File: config.mk
export PLATFORM = sky130hd
export DESIGN_NAME = irq_controller_flat
export DESIGN_NICKNAME = d
export VERILOG_FILES = /design/src/rtl/irq_pkg.sv /design/src/rtl/irq_controller_if.sv /design/src/rtl/irq_prio_enc.sv /design/src/rtl/irq_controller.sv /design/src/flat_wrapper.sv
export SDC_FILE = /design/constraint.sdc
export NUM_CORES = 1
export LEC_CHECK = 0
export CORE_AREA = 2 2 97 99
export CTS_CLUSTER_DIAMETER = 60
export CTS_CLUSTER_SIZE = 40
export DETAILED_ROUTE_END_ITERATION = 8
export DIE_AREA = 0 0 99 101
export GPL_ROUTABILITY_DRIVEN = 0
export GPL_TIMING_DRIVEN = 0
export HOLD_SLACK_MARGIN = 0.05
export PLACE_DENSITY = 0.76
export SETUP_SLACK_MARGIN = 0.02
export SYNTH_ARGS = -nofsm -noshare
export SYNTH_HDL_FRONTEND = slang
export SYNTH_SLANG_ARGS = --single-unit
File: constraint.sdc
create_clock -name CLOCK_50 -period 1.7 [get_ports CLOCK_50]
set_clock_uncertainty 0.15 [all_clocks]
set_input_delay 0.17 -clock CLOCK_50 [delete_from_list [all_inputs] [get_ports CLOCK_50]]
set_output_delay 0.17 -clock CLOCK_50 [all_outputs]
set_load 0.05 [all_outputs]
File: src/rtl/irq_pkg.sv
// Shared definitions for the external-interrupt controller.
// Holds the FSM state encoding and the byte offsets of the register
// window relative to BASE (all registers are 8-byte aligned).
package irq_pkg;

    typedef enum logic [1:0] {
        IDLE    = 2'd0,
        REQ     = 2'd1,
        SERVICE = 2'd2
    } irq_state_t;

    localparam logic [5:0] OFF_MASK  = 6'd0;
    localparam logic [5:0] OFF_MODE  = 6'd8;
    localparam logic [5:0] OFF_PEND  = 6'd16;
    localparam logic [5:0] OFF_CAUSE = 6'd24;
    localparam logic [5:0] OFF_EOI   = 6'd32;

endpackage

File: src/rtl/irq_controller_if.sv
// Core data-memory bus as seen by the interrupt controller.
// master : the core (drives address, store data and store strobe).
// slave  : the controller (returns combinational read data).
interface irq_controller_if #(
    parameter int N = 64
);
    logic [N-1:0] DM_addr;
    logic [N-1:0] DM_writeData;
    logic         DM_writeEnable;
    logic [N-1:0] DM_readData;

    modport master (
        output DM_addr,
        output DM_writeData,
        output DM_writeEnable,
        input  DM_readData
    );

    modport slave (
        input  DM_addr,
        input  DM_writeData,
        input  DM_writeEnable,
        output DM_readData
    );
endinterface

File: src/rtl/irq_prio_enc.sv
// Fixed-priority encoder: the lowest set bit of req wins.
// Ports:
//   req  in  NCH  request vector
//   any  out 1    at least one request present
//   id   out IDW  index of the lowest set bit (0 when none)
module irq_prio_enc #(
    parameter int NCH = 8,
    parameter int IDW = (NCH > 1) ? $clog2(NCH) : 1
) (
    input  logic [NCH-1:0] req,
    output logic           any,
    output logic [IDW-1:0] id
);

    // Scan from the top down so the lowest index overwrites last and wins.
    always_comb begin
        any = 1'b0;
        id  = '0;
        for (int i = NCH - 1; i >= 0; i--) begin
            id  = req[i] ? IDW'(i) : id;
            any = any | req[i];
        end
    end

endmodule

File: src/rtl/irq_controller.sv
// External-interrupt controller for the single-cycle ARM core.
// NCH sources, each with a mask bit and an edge/level mode bit, are
// arbitrated by fixed priority (lowest index first) and presented to the
// core through the ExtIRQ/ExtIAck handshake. Software services a request
// and then writes EOI to allow the next one.
// Ports:
//   CLOCK_50  in   sole clock, rising edge
//   reset     in   synchronous active-high reset
//   irq_src   in   NCH interrupt sources (synchronous)
//   bus       slave  data-memory bus (register window at BASE)
//   ExtIAck   in   core acknowledge of the exception
//   ExtIRQ    out  registered interrupt request
//   irq_id    out  registered id of the requested / in-service channel
module irq_controller
    import irq_pkg::*;
#(
    parameter int           N    = 64,
    parameter int           NCH  = 8,
    parameter logic [N-1:0] BASE = N'(64'h400),
    parameter int           IDW  = (NCH > 1) ? $clog2(NCH) : 1
) (
    input  logic              CLOCK_50,
    input  logic              reset,
    input  logic [NCH-1:0]    irq_src,
    irq_controller_if.slave   bus,
    input  logic              ExtIAck,
    output logic              ExtIRQ,
    output logic [IDW-1:0]    irq_id
);

    logic [NCH-1:0] mask_r;
    logic [NCH-1:0] mode_r;
    logic [NCH-1:0] pend_r;
    logic [NCH-1:0] src_q_r;
    irq_state_t     state_r;
    logic           ext_irq_r;
    logic [IDW-1:0] irq_id_r;

    logic           sel_mask_s;
    logic           sel_mode_s;
    logic           sel_pend_s;
    logic           sel_cause_s;
    logic           sel_eoi_s;
    logic           eoi_s;
    logic           ack_s;
    logic [NCH-1:0] edge_set_s;
    logic [NCH-1:0] w1c_s;
    logic [NCH-1:0] ack_clr_s;
    logic [NCH-1:0] pend_nxt_s;
    logic [NCH-1:0] eligible_s;
    logic           win_any_s;
    logic [IDW-1:0] win_id_s;
    logic [N-1:0]   rd_s;
    logic           unused_s;

    assign sel_mask_s  = (bus.DM_addr == BASE + N'(OFF_MASK));
    assign sel_mode_s  = (bus.DM_addr == BASE + N'(OFF_MODE));
    assign sel_pend_s  = (bus.DM_addr == BASE + N'(OFF_PEND));
    assign sel_cause_s = (bus.DM_addr == BASE + N'(OFF_CAUSE));
    assign sel_eoi_s   = (bus.DM_addr == BASE + N'(OFF_EOI));

    // Only the low NCH data bits are stored; the rest of the word is ignored.
    assign unused_s = ^bus.DM_writeData;

    assign eoi_s = bus.DM_writeEnable & sel_eoi_s & (state_r == SERVICE);
    assign ack_s = ExtIAck & (state_r == REQ);

    assign edge_set_s = irq_src & ~src_q_r;
    assign w1c_s      = (bus.DM_writeEnable & sel_pend_s) ? bus.DM_writeData[NCH-1:0] : '0;
    assign ack_clr_s  = ack_s ? (NCH'(1'b1) << irq_id_r) : '0;

    // Edge bits: a new edge beats any clear in the same cycle.
    // Level bits simply follow the registered source.
    assign pend_nxt_s = (mode_r & (edge_set_s | (pend_r & ~(w1c_s | ack_clr_s))))
                      | (~mode_r & irq_src);

    assign eligible_s = pend_r & mask_r;

    irq_prio_enc #(
        .NCH (NCH),
        .IDW (IDW)
    ) u_prio (
        .req (eligible_s),
        .any (win_any_s),
        .id  (win_id_s)
    );

    // Configuration, pending and source-history registers.
    always_ff @(posedge CLOCK_50) begin
        if (reset) begin
            mask_r  <= '0;
            mode_r  <= '0;
            pend_r  <= '0;
            src_q_r <= '0;
        end else begin
            src_q_r <= irq_src;
            pend_r  <= pend_nxt_s;
            if (bus.DM_writeEnable && sel_mask_s) begin
                mask_r <= bus.DM_writeData[NCH-1:0];
            end
            if (bus.DM_writeEnable && sel_mode_s) begin
                mode_r <= bus.DM_writeData[NCH-1:0];
            end
        end
    end

    // Request/acknowledge/EOI handshake with registered ExtIRQ and irq_id.
    always_ff @(posedge CLOCK_50) begin
        if (reset) begin
            state_r   <= IDLE;
            ext_irq_r <= 1'b0;
            irq_id_r  <= '0;
        end else begin
            case (state_r)
                IDLE: begin
                    if (win_any_s) begin
                        irq_id_r  <= win_id_s;
                        ext_irq_r <= 1'b1;
                        state_r   <= REQ;
                    end
                end
                REQ: begin
                    if (ack_s) begin
                        ext_irq_r <= 1'b0;
                        state_r   <= SERVICE;
                    end
                end
                SERVICE: begin
                    if (eoi_s) begin
                        state_r <= IDLE;
                    end
                end
                default: begin
                    state_r   <= IDLE;
                    ext_irq_r <= 1'b0;
                end
            endcase
        end
    end

    // Zero-latency register read mux; anything outside the window reads 0.
    always_comb begin
        rd_s = '0;
        if (sel_mask_s) begin
            rd_s[NCH-1:0] = mask_r;
        end else if (sel_mode_s) begin
            rd_s[NCH-1:0] = mode_r;
        end else if (sel_pend_s) begin
            rd_s[NCH-1:0] = pend_r;
        end else if (sel_cause_s) begin
            rd_s[N-1]     = (state_r == SERVICE);
            rd_s[IDW-1:0] = irq_id_r;
        end else begin
            rd_s = '0;
        end
    end

    assign bus.DM_readData = rd_s;
    assign ExtIRQ          = ext_irq_r;
    assign irq_id          = irq_id_r;

endmodule

File: src/flat_wrapper.sv
// flat-port wrapper written by rule: the top's interface ports become plain ports
module irq_controller_flat import irq_pkg::*;
#(
    parameter int           N    = 64,
    parameter int           NCH  = 8,
    parameter logic [N-1:0] BASE = N'(64'h400),
    parameter int           IDW  = (NCH > 1) ? $clog2(NCH) : 1
)
  (CLOCK_50, reset, irq_src, ExtIAck, ExtIRQ, irq_id, bus_DM_addr, bus_DM_writeData, bus_DM_writeEnable, bus_DM_readData);
  irq_controller_if #(.N(N)) bus_i ();
  input  logic CLOCK_50;
  input  logic reset;
  input  logic [NCH-1:0] irq_src;
  input  logic ExtIAck;
  output logic ExtIRQ;
  output logic [IDW-1:0] irq_id;
  input wire logic [$bits(bus_i.DM_addr)-1:0] bus_DM_addr;
  input wire logic [$bits(bus_i.DM_writeData)-1:0] bus_DM_writeData;
  input wire logic [$bits(bus_i.DM_writeEnable)-1:0] bus_DM_writeEnable;
  output wire logic [$bits(bus_i.DM_readData)-1:0] bus_DM_readData;
  assign bus_i.DM_addr = bus_DM_addr;
  assign bus_i.DM_writeData = bus_DM_writeData;
  assign bus_i.DM_writeEnable = bus_DM_writeEnable;
  assign bus_DM_readData = bus_i.DM_readData;
  irq_controller #(.N(N), .NCH(NCH), .BASE(BASE), .IDW(IDW)) u_core (.CLOCK_50(CLOCK_50), .reset(reset), .irq_src(irq_src), .bus(bus_i), .ExtIAck(ExtIAck), .ExtIRQ(ExtIRQ), .irq_id(irq_id));
endmodule
Yosys cells after proc, flatten, opt, wreduce, memory -nomap -nowiden --
Cells that the tools add are included.
Storage, ports and cells: flip-flop bits (word level) 38, input port bits 140
Cells by class: equal/unequal tests 10, shifts and indexed selects 1, mux-type cells 25, bitwise logic cells 23, reduce and logical (&&, ||, !) cells 6
Operators by type and width (number):
- $eq A64 B11 Y1 const B | 5
- $mux W56 | 3
- $and A8 B8 Y8 | 5
- $mux W8 | 5
- $mux W3 | 9
- $not A8 Y8 | 3
- $or A8 B8 Y8 | 3
- $shl A1 B3 Y8 const A | 1
- $or A1 B1 Y1 | 7
- $mux W2 | 3
- $pmux W2 S3 | 1
- $reduce_and A3 Y1 | 2
- $and A1 B1 Y1 | 4
- $ne A2 B1 Y1 const B | 2
- $mux W1 | 3
- $pmux W1 S3 | 1
- $eq A2 B1 Y1 const B | 1
- $eq A2 B2 Y1 const B | 1
- $logic_and A1 B1 Y1 | 2
- $logic_not A2 Y1 | 1
- $ne A2 B2 Y1 const B | 1
- $reduce_and A2 Y1 | 1
- $not A1 Y1 | 1

Longest topological paths before layout --
depth after elaboration 10, depth in mapped cells 7

By module --
Synthesis repeated with hierarchy kept, for this count alone.
Second synthesis, totals: cells, all modules 313, area total of the unflattened synthesis 2482.4 sq um
Modules (own cells, without submodules):
- irq_controller | instances 1, cells each 300, area an instance 2401.1 sq um
- irq_prio_enc | instances 1, cells each 13, area an instance 81.3 sq um

Least setup slack after synthesis --
OpenSTA, ideal clock, no wires.
kind input port to output port, start in bus_DM_addr[50], end out bus_DM_readData[63], data arrival time 2600 ps, required time 1380 ps, path slack -1220 ps, cell stages on the path 5, buffers on the path 0, cells stage by stage nor4_1 > nand4_1 > nor3_1 > nand2_1 > nor4_1
On the way: longest elaborated chain between the ends 5
RTL lines:
- start, declared | line flat_wrapper.sv:17 | input wire logic [$bits(bus_i.DM_addr)-1:0] bus_DM_addr;
- $eq A64 B11 Y1 | line irq_controller.sv:59 | assign sel_cause_s = (bus.DM_addr == BASE + N'(OFF_CAUSE));
- $mux W1 | line irq_controller.sv:150 | end else if (sel_cause_s) begin
- $mux W56 | line irq_controller.sv:148 | end else if (sel_pend_s) begin
- $mux W56 | line irq_controller.sv:146 | end else if (sel_mode_s) begin
- $mux W56 * | line irq_controller.sv:144 | if (sel_mask_s) begin
- end, declared | line flat_wrapper.sv:20 | output wire logic [$bits(bus_i.DM_readData)-1:0] bus_DM_readData;
Mark *: on every way between the ends. The rest lies on a longest branch, timed or not.

Final worst setup path --
start in bus_DM_addr[6], end out bus_DM_readData[3]
On the way: longest elaborated chain between the ends 4
RTL lines:
- $eq A64 B11 Y1 | line irq_controller.sv:58 | assign sel_pend_s = (bus.DM_addr == BASE + N'(OFF_PEND));
- $mux W8 | line irq_controller.sv:148
- $mux W8 | line irq_controller.sv:146
- $mux W8 * | line irq_controller.sv:144
Marks and branches as above.

==> reports/qor.txt <==
Cell breakdown of the critical path - dlygate4sd2_1 -> nor4_4 -> and2_4 -> nand2_8 -> or3_4 -> o221ai_4 -> buf_6
Worst r2r path cells - 5
RR Endpoint - u_core.pend_r[1]$_SDFF_PP0_
Die area - 0.0100 mm^2
Global-route wire length before repair - 15,600 um
Largest net degree at the start of global routing - 20
Placeable Area - 0.00898 mm^2
Die Span X - 99 um
TritonRoute pass-1 iters - 5
Max Cap Viol - 0
Detailed placement HPWL - 7080 um
Area leader, netlist - dfxtp_1
Max-slew headroom - 0.672
Worst-path clk slew - 0.07 ns
Status - complete, but fails checks
CTS Root Cell - clkbuf_8
Clock power share - 0.357
ANT cells - 0
Worst-skew pair later-pin latency - 0.30 ns
Initial DRC count - 292
Period utilisation layout - 1.38
Violated checks - setup timing
H-tree depth - 2
Hold Crit Endpoint - u_core.src_q_r[1]$_SDFF_PP0_
Synthesized instance count - 349
Number of synthesized register bits - 38
Max clock buf depth - 2
RSZ-0062 raised after global routing - yes
Overall routing resource usage - 0.194
Sequential-to-total area share from yosys stat - 0.288
Post-place instance area - 0.00415 mm^2
Fraction of layout cells with a size suffix above 1 - 0.393
Final Slew Violations - 0
Int Pwr - 0.00168 W
Worst Path Buf+Inv - 2
NetSw - 0.000780 W
Crit path max fanout - 9
Required @ worst endpoint - 1.38 ns
Area Growth Syn to Fin - 87.9%
Reg-to-reg critical path startpoint - u_core.state_r[0]$_SDFFE_PP0P_
Via count - 3,253
Crit path largest cell delay - 0.46 ns
Starting Density - 0.294
Maximum VDD drop - 0.382 mV
Power density cells - 497 mW/mm^2
Cell area after synthesis - 0.00264 mm^2
Hold Startpoint - irq_src[1]
WL final - 10,300 um
Max Fclk - 428 MHz
Die height - 101 um
Worst setup path class - in2out
Crit path max-delay family - simple AND/OR/NAND/NOR gates
WHS Path Cells - 2
Avg WL per Cell - 16.2 um
Multi-input gate area - 0.00218 mm^2
CP Data Arrival Time - 2.02 ns
CTS buffer count - 5
Antenna violations before repair - 0
Worst slew pin tran - 0.485 ns
CTS tree - done
Vias in the first global route - 3,220
Final setup TNS - -5.95 ns
CP max stage cell - or3_4
Largest cells by area after synthesis - dfxtp_1 29%, buf_4 16%, nand4_1 7.4%
Final Hold Viols - 0
Final WS setup - -0.638 ns
Final setup vio count - 30
Cell leakage power - 2.09 nW
Final Cell Area - 0.00496 mm^2
Register area - 766 um^2
Hold Path Class - in2reg
Commonest non-fill, non-tap cell in the layout - buf_4
Top-area cell type share of the netlist area - 0.288
Min Clock Period, post-route - 2.34 ns
Sequential power share - 0.375
Setup slack, reg-to-reg - 0.13 ns
Critical Path Start Type - input port
Fillcell total - 781
Congestion Overflow GR - 0
IO Pins - 208
IO Port Bufs - 95
Clock sink total - 38
FP Rows - 35
Syn Area/Cell - 7.56 um^2
Vias per cell - 5.12
Ys Warns - 0
Detail Route Antenna Nets - 0
Gate power share - 0.268
Sw frac - 0.317
Final net count - 663
Detailed-route DRC error count - 0
CP endpoint kind - output port
Worst slack at placement - -1.91 ns
Netlist cell types - 41
Commonest cells after routing, fill and taps aside - 67 x buf_4, 55 x conb_1, 38 x nand2_1
==> worst max-delay path by stage <==
stage                               start                 end  slack [ns]  cells after the start
after detailed placement  bus_DM_addr[49]  bus_DM_readData[3]       -1.91                      7
after global routing       bus_DM_addr[6]  bus_DM_readData[3]       -0.70                      7
after CTS                 bus_DM_addr[63]  bus_DM_readData[3]       -0.67                      8
after global placement    bus_DM_addr[49]  bus_DM_readData[3]       -1.87                      7
final                      bus_DM_addr[6]  bus_DM_readData[3]       -0.64                      7
after floorplan           bus_DM_addr[24]  bus_DM_readData[3]       -0.43                      6
==> per-stage QoR <==
stage	util	std cells	hold slack, ns	total power (W)
after floorplan	-	403	0.174	0.00137
after global placement	0.462	609	0.310	0.00159
after detailed placement	0.462	609	0.321	0.00160
after CTS	0.526	629	0.296	0.00244
after global routing	0.552	635	0.313	0.00253
final	0.552	635	0.291	0.00246
==> sequential cells by signal (all words and copies together), names as in the netlist <==
register	count
u_core.ExtIRQ	1
u_core.mode_r	8
u_core.irq_id	3
u_core.state_r	2
u_core.src_q_r	8
u_core.mask_r	8
u_core.pend_r	8
==> worst reg2reg max path, stage by stage, from the launching register on <==
cell and delay [ns]:
dfxtp_1 0.40, nand2_1 0.08, or2_2 0.31, nor2_1 0.24, a311o_1 0.22, o21ai_1 0.07
==> Yosys cell counts <==
cell,number
a211oi_1,1
nor4_2,2
o41ai_1,9
a22oi_1,5
nor4b_1,2
a211o_1,2
or2_1,1
o31ai_1,9
nor2b_1,10
nand4b_1,1
nor3_1,12
a221oi_1,1
nor4_1,14
inv_1,11
mux4_2,1
and2_1,3
nand3b_1,3
nor3b_1,3
or2_2,1
nand2_1,42
nor2_1,11
and3_1,2
o2bb2ai_1,1
or3_1,1
a41o_1,1
conb_1,1
a32oi_1,1
a311o_1,2
or4_1,5
buf_2,4
nand3_1,1
nand4_1,31
o221ai_1,4
buf_1,3
nor3_2,1
buf_4,56
o21ai_0,12
a21oi_1,27
or3_4,1
dfxtp_1,38
clkbuf_1,13
==> repair_timing <==
action,4_1_cts,5_1_grt
hold buffers,0,0
setup endpoints to repair,42,34
pin swaps,61,31
cloned,2,0
setup buffers,13,9
gates resized for setup,252,84
==> per-layer routing <==
metal | vias up | GRT usage | wire length [um] | share of wire
met4 | 0 | 0.0759 | 336 | 0.033
met2 | 224 | 0.334 | 5160 | 0.50
met3 | 34 | 0.0472 | 987 | 0.096
met1 | 1461 | 0.232 | 3820 | 0.37
li1 | 1534 | - | - | -
met5 | - | 0 | 0 | 0
==> power groups by stage <==
stage	sequential, W	clock (W)	combinational [W]
after floorplan	0.000937	0	0.000429
after global placement	0.000942	0	0.000652
after detailed placement	0.000942	0	0.000658
after CTS	0.000921	0.000879	0.000640
after global routing	0.000926	0.000911	0.000696
final	0.000924	0.000881	0.000659
==> layout make-up <==
class / instances / share of cell area
plain buffers: 72 / 0.115
clock inverters: 2 / 0.00783
flip-flops and latches: 38 / 0.155
multi-input cells: 278 / 0.441
clock buffers: 6 / 0.0189
well taps: 111 / 0.0280
inverters: 11 / 0.00833
repair buffers: 117 / 0.226
==> cell families (layout without fill, tap and decap cells) <==
kind of cell,Yosys count,after routing,share of synthesized area
AO/OA/AOI/OAI,75,75,0.188
flip-flops,38,38,0.288
multiplexers,1,1,0.00854
AND/OR/NAND/NOR,147,147,0.308
other,1,55,0.00142
buffers and inverters,87,208,0.205
Note: power is estimated with default switching activity, not from simulation.
